===== src/rtl/sat_accumulator.sv =====
// Multi-channel signed saturating accumulator: 2-stage pipeline, per-channel
// accumulators, selectable symmetric negative clamp, wrap mode, sticky overflow flags.
module sat_accumulator #(
  parameter int N       = 16,
  parameter int CH      = 4,
  parameter bit SYM_SAT = 1'b1,
  localparam int CW     = $clog2(CH)
) (
  input  logic          clk,
  input  logic          rst_n,
  input  logic          in_valid,
  input  logic [CW-1:0] in_ch,
  input  logic [N-1:0]  in_data,
  input  logic          in_clear,
  input  logic          sat_en,
  input  logic          ovf_clr,
  output logic          out_valid,
  output logic [CW-1:0] out_ch,
  output logic [N-1:0]  out_data,
  output logic          out_ovf,
  output logic [CH-1:0] ovf_sticky
);

  localparam logic [N-1:0] POS_MAX   = {1'b0, {(N-1){1'b1}}};
  localparam logic [N-1:0] NEG_MIN   = {1'b1, {(N-1){1'b0}}};
  localparam logic [N-1:0] NEG_SYM   = {1'b1, {(N-2){1'b0}}, 1'b1};
  localparam logic [N-1:0] NEG_CLAMP = SYM_SAT ? NEG_SYM : NEG_MIN;

  // Stage 1 registers
  logic          s1_valid_q, s1_valid_d;
  logic [CW-1:0] s1_ch_q, s1_ch_d;
  logic [N-1:0]  s1_data_q, s1_data_d;
  logic          s1_clear_q, s1_clear_d;
  logic          s1_sat_q, s1_sat_d;

  // Accumulators, output and flag registers
  logic [CH-1:0][N-1:0] acc_q, acc_d;
  logic          out_valid_q, out_valid_d;
  logic [CW-1:0] out_ch_q, out_ch_d;
  logic [N-1:0]  out_data_q, out_data_d;
  logic          out_ovf_q, out_ovf_d;
  logic [CH-1:0] sticky_q, sticky_d;

  logic [N-1:0] acc_cur, raw, res;
  logic         ovf, res_ovf;

  always_comb begin
    s1_valid_d = in_valid && (32'(in_ch) < 32'(CH));
    s1_ch_d    = in_ch;
    s1_data_d  = in_data;
    s1_clear_d = in_clear;
    s1_sat_d   = sat_en;
  end

  always_comb begin
    acc_cur = acc_q[s1_ch_q];
    raw     = s1_clear_q ? s1_data_q : acc_cur + s1_data_q;
    ovf     = !s1_clear_q && (acc_cur[N-1] == s1_data_q[N-1]) && (raw[N-1] != acc_cur[N-1]);
    res     = raw;
    res_ovf = ovf;
    if (s1_sat_q) begin
      if (ovf) begin
        res = acc_cur[N-1] ? NEG_CLAMP : POS_MAX;
      end else if (SYM_SAT && (raw == NEG_MIN)) begin
        // the one value outside the symmetric range is pulled in and reported
        res     = NEG_SYM;
        res_ovf = 1'b1;
      end
    end
  end

  always_comb begin
    acc_d       = acc_q;
    out_valid_d = s1_valid_q;
    out_ch_d    = out_ch_q;
    out_data_d  = out_data_q;
    out_ovf_d   = out_ovf_q;
    sticky_d    = ovf_clr ? '0 : sticky_q;
    if (s1_valid_q) begin
      acc_d[s1_ch_q] = res;
      out_ch_d       = s1_ch_q;
      out_data_d     = res;
      out_ovf_d      = res_ovf;
      // a set on the same edge as ovf_clr takes priority for that channel
      if (res_ovf) sticky_d[s1_ch_q] = 1'b1;
    end
  end

  always_ff @(posedge clk or negedge rst_n) begin
    if (!rst_n) begin
      s1_valid_q  <= 1'b0;
      s1_ch_q     <= '0;
      s1_data_q   <= '0;
      s1_clear_q  <= 1'b0;
      s1_sat_q    <= 1'b0;
      acc_q       <= '0;
      out_valid_q <= 1'b0;
      out_ch_q    <= '0;
      out_data_q  <= '0;
      out_ovf_q   <= 1'b0;
      sticky_q    <= '0;
    end else begin
      s1_valid_q  <= s1_valid_d;
      s1_ch_q     <= s1_ch_d;
      s1_data_q   <= s1_data_d;
      s1_clear_q  <= s1_clear_d;
      s1_sat_q    <= s1_sat_d;
      acc_q       <= acc_d;
      out_valid_q <= out_valid_d;
      out_ch_q    <= out_ch_d;
      out_data_q  <= out_data_d;
      out_ovf_q   <= out_ovf_d;
      sticky_q    <= sticky_d;
    end
  end

  assign out_valid  = out_valid_q;
  assign out_ch     = out_ch_q;
  assign out_data   = out_data_q;
  assign out_ovf    = out_ovf_q;
  assign ovf_sticky = sticky_q;

endmodule


===== config.mk =====
export PLATFORM = sky130hd
export DESIGN_NAME = sat_accumulator
export DESIGN_NICKNAME = d
export VERILOG_FILES = /design/src/rtl/sat_accumulator.sv
export SDC_FILE = /design/constraint.sdc
export NUM_CORES = 1
export LEC_CHECK = 0
export BUFFER_PORTS_ARGS = -buffer_cell sky130_fd_sc_hd__buf_4
export CELL_PAD_IN_SITES_DETAIL_PLACEMENT = 1
export CELL_PAD_IN_SITES_GLOBAL_PLACEMENT = 1
export CORE_ASPECT_RATIO = 1.5
export CORE_UTILIZATION = 46
export DETAILED_ROUTE_END_ITERATION = 16
export HOLD_SLACK_MARGIN = 0.06
export PLACE_DENSITY = 0.84
export SKIP_CTS_REPAIR_TIMING = 1
export SYNTH_ARGS = -nofsm -noshare
export SYNTH_HDL_FRONTEND = slang
export SYNTH_SLANG_ARGS = --single-unit

===== constraint.sdc =====
create_clock -name clk -period 5.4 [get_ports clk]
set_clock_uncertainty 0.2 [all_clocks]
set_input_delay 0.81 -clock clk [delete_from_list [all_inputs] [get_ports clk]]
set_output_delay 0.81 -clock clk [all_outputs]
set_load 0.01 [all_outputs]

==> key figures <==
Logic synthesis
  • Seq/Total Area, Yosys: 48.8%
  • Main combinational cell family by area after synthesis: compound AO/OA/AOI/OAI gates
  • Xor/xnor share of the synthesized area: 0.940%
  • Compound-cell area share of the yosys netlist: 22.7%
  • Netlist cell types: 61
  • Top FF cell, synth: dfrtp_1
  • Ys async rst share: 100%
  • Mean Syn Cell Area: 10.2 µm²
  • Synth warn: 0
  • Mux contribution to synthesized area: 7.03%
  • Synth Area in Simple Gates: 13.9%
  • Cell count after synthesis: 546
  • #FFs+latches synth: 109
  • Post-synthesis adder-cell area fraction: 3.72%
  • Synthesized area: 5590 µm²
  • Post-synth EDFFs: 0
  • Syn Nets: 586

Clocking
  • Num Clock Sinks: 109
  • Max clock buf depth: 2
  • CTS tree: done
  • H-tree levels: 3
  • Clock slew at reported path FFs: 0.08 ns
  • TritonCTS buffer count: 9
  • Root buf cell: clkbuf_16
  • Clk_lat worst skew: 0.36 ns

Critical path
  • CP bufs+invs: 1
  • CP Data Required Time: 5.36 ns
  • Critical Setup Path Class: reg -> reg
  • Worst reg2reg path depth: 11
  • Startpoint types: flop
  • Slowest cell on crit path: dfrtp_1
  • Critical-path cell list: buf_4 > mux4_2 > ha_1 > nand2_1 > a211o_1 > o211a_1 > or4_1 > a21oi_2 > nand2_4 > a21oi_2 > o21ai_0
  • Crit path arrival time: 4.57 ns
  • Crit-path most repeated cell: a21oi_2
  • Critical path depth: 11
  • Reg-to-Reg End: acc_q[1]$_DFFE_PN0P_
  • CP max FO: 15
  • Delay-heaviest family, CP: compound AO/OA/AOI/OAI gates
  • Reg2reg start: s1_ch_q[1]$_DFF_PN0_
  • Reg2reg setup slack: 0.79 ns
  • Worst setup EP type: flop
  • Crit-path max cell delay: 0.83 ns

Final layout
  • Share of layout cells above drive strength 1: 19.4%
  • Area Overhead vs Synth: 14.2%
  • ANT cells: 0
  • NumNets Final: 623
  • Fillcell total: 1338
  • Most common cell after layout, fill and taps aside: dfrtp_1
  • Non-filler cells, final: 741
  • Most frequent cells in the layout: dfrtp_1, nand2_1, buf_4, nor2_1, a21oi_1

Placed design
  • DP HPWL: 11.5 mm
  • Post-Place Cells: 725
  • IO Port Bufs: 47
  • Placer Congestion: 0.874

Floorplan
  • Initial Utilization: 47.0%
  • Die Wd: 92 µm
  • Die height: 137 µm
  • Std-Cell Rows: 49
  • Die Area: 12600 µm²
  • Ports: 48
  • Core area: 11900 µm²

Global routing
  • First-pass GRT wire length: 26.4 mm
  • Number of global-route vias before repair: 5067
  • GR Util All Layers: 27.8%
  • Largest net degree at the start of global routing: 59
  • GRT overflow: 0
  • Initial antenna violation count: 0

Timing
  • FMAX: 217 MHz
  • Hold Violations, Final: 0
  • RSZ-0062 raised after global routing: false
  • Slew Viols, Final: 0
  • Slew HR: 23.6%
  • Ratio of final minimum period to clock period: 85.3%
  • Min Tclk post-route: 4.61 ns
  • Slew @ Worst Pin: 1.15 ns
  • Final setup violating endpoints: 0
  • Total negative setup slack: 0 ns

Detailed routing
  • DRC: 0
  • Met3 routed WL: 664 µm
  • Drt via density: 6.21
  • Wirelength, routed: 16.3 mm
  • Uppermost layer routed: met4
  • Met2 WL: 8.61 mm
  • Met1 WL: 6.44 mm
  • Avg WL per Cell: 22.0 µm
  • Iteration-0 DRC Markers: 284
  • TritonRoute pass-1 iters: 5
  • Routed Antenna Nets: 0
  • Vias: 4602

Min path
  • Worst hold path endpoint: acc_q[45]$_DFFE_PN0P_
  • Hold path depth: 2
  • Hold_sp: acc_q[45]$_DFFE_PN0P_
  • Hold/Removal Path Class: reg -> reg

Power and ir drop
  • Cell area power density: 498 nW/µm²
  • Worst vdd ir: 0.000178 V
  • Static Leakage: 2.75 nW

Outcome
  • Outcome: finished clean

Job
  • Number of max-cap violations: 0
==> tightest hold or removal path: stages, from the launching register on <==
cell	delay, ns
dfrtp_1	0.34
nand2_1	0.05
o21ai_1	0.06
==> power by group <==
part	switching (mW)	total (mW)	internal, mW	leakage (nW)
clock network	0.335	0.659	0.324	0.130
logic	0.770	1.31	0.537	1.30
registers	0.158	1.21	1.05	1.32
total	1.26	3.18	1.91	2.75
==> metal layers <==
metal | vias to the layer above | global-route usage (%)
li1 | 2084 | -
met2 | 112 | 49.4
met3 | 33 | 4.56
met4 | 0 | 15.3
met5 | - | 0
met1 | 2373 | 31.7
==> Yosys cell counts, types with 5 or more instances <==
cell	count	area share, %
a211oi_1	8	1.1
clkbuf_1	21	1.4
nand4_1	7	0.78
o21ai_0	32	2.9
a21o_1	5	0.67
ha_1	15	3.4
a211o_1	10	1.6
buf_1	6	0.40
dfrtp_1	109	49
a21oi_4	5	1.5
o211ai_1	10	1.3
mux4_2	16	6.4
a21oi_1	35	3.1
o21ai_1	30	2.7
inv_1	9	0.60
o221a_2	5	1.0
nand3_1	9	0.81
nor3_1	12	1.1
nor2_1	41	2.8
o31ai_1	9	1.2
nand2_1	78	5.2
==> sequential cells by signal (all words and copies together), names as in the netlist, 2 cells and up <==
register and cells:
s1_data_q 16, out_ch 2, ovf_sticky 4, acc_q 64
s1_ch_q 2, out_data 16
==> worst max path at each step <==
stage,start,end,slack [ns]
5_1_grt,s1_ch_q[0]$_DFF_PN0_,ovf_sticky[2]$_DFF_PN0_,0.49
3_3_place_gp,s1_ch_q[0]$_DFF_PN0_,out_ovf$_DFFE_PN0P_,1.03
4_1_cts,s1_ch_q[0]$_DFF_PN0_,out_data[9]$_DFFE_PN0P_,0.78
3_5_place_dp,s1_ch_q[0]$_DFF_PN0_,out_ovf$_DFFE_PN0P_,0.85
2_1_floorplan,s1_ch_q[0]$_DFF_PN0_,out_data[14]$_DFFE_PN0P_,0.80
6_report,s1_ch_q[1]$_DFF_PN0_,acc_q[1]$_DFFE_PN0P_,0.79
==> per-stage QoR <==
step	utilization [%]	hold slack, ns	instance area (µm²)	power (mW)	setup WS, ns
finish	53.7	0.285	6380	3.18	0.795
global route	53.7	0.323	6380	3.37	0.492
CTS	53.7	0.286	6380	3.19	0.785
detailed placement	51.2	0.273	6090	2.50	0.852
global placement	51.2	0.258	6090	2.42	1.03
floorplan	-	0.152	5590	2.06	0.795
==> cells by family (layout without fill, tap and decap cells) <==
logic type,after synthesis,in the layout
compound gates,185,185
flops,109,109
fa+ha+maj,16,16
simple gates,169,169
buf+inv,42,84
mux,19,19
xor+xnor,6,6
==> layout make-up <==
type / count / area (µm²) / area share, %
multi-input cells: 395 / 2700 / 42.3
clock inverters: 7 / 68.8 / 1.08
repair buffers: 58 / 435 / 6.82
inverters: 10 / 37.5 / 0.588
clock buffers: 9 / 225 / 3.53
well taps: 153 / 191 / 3.00
flip-flops and latches: 109 / 2730 / 42.7
No activity file was read; power rests on OpenSTA's default activity.
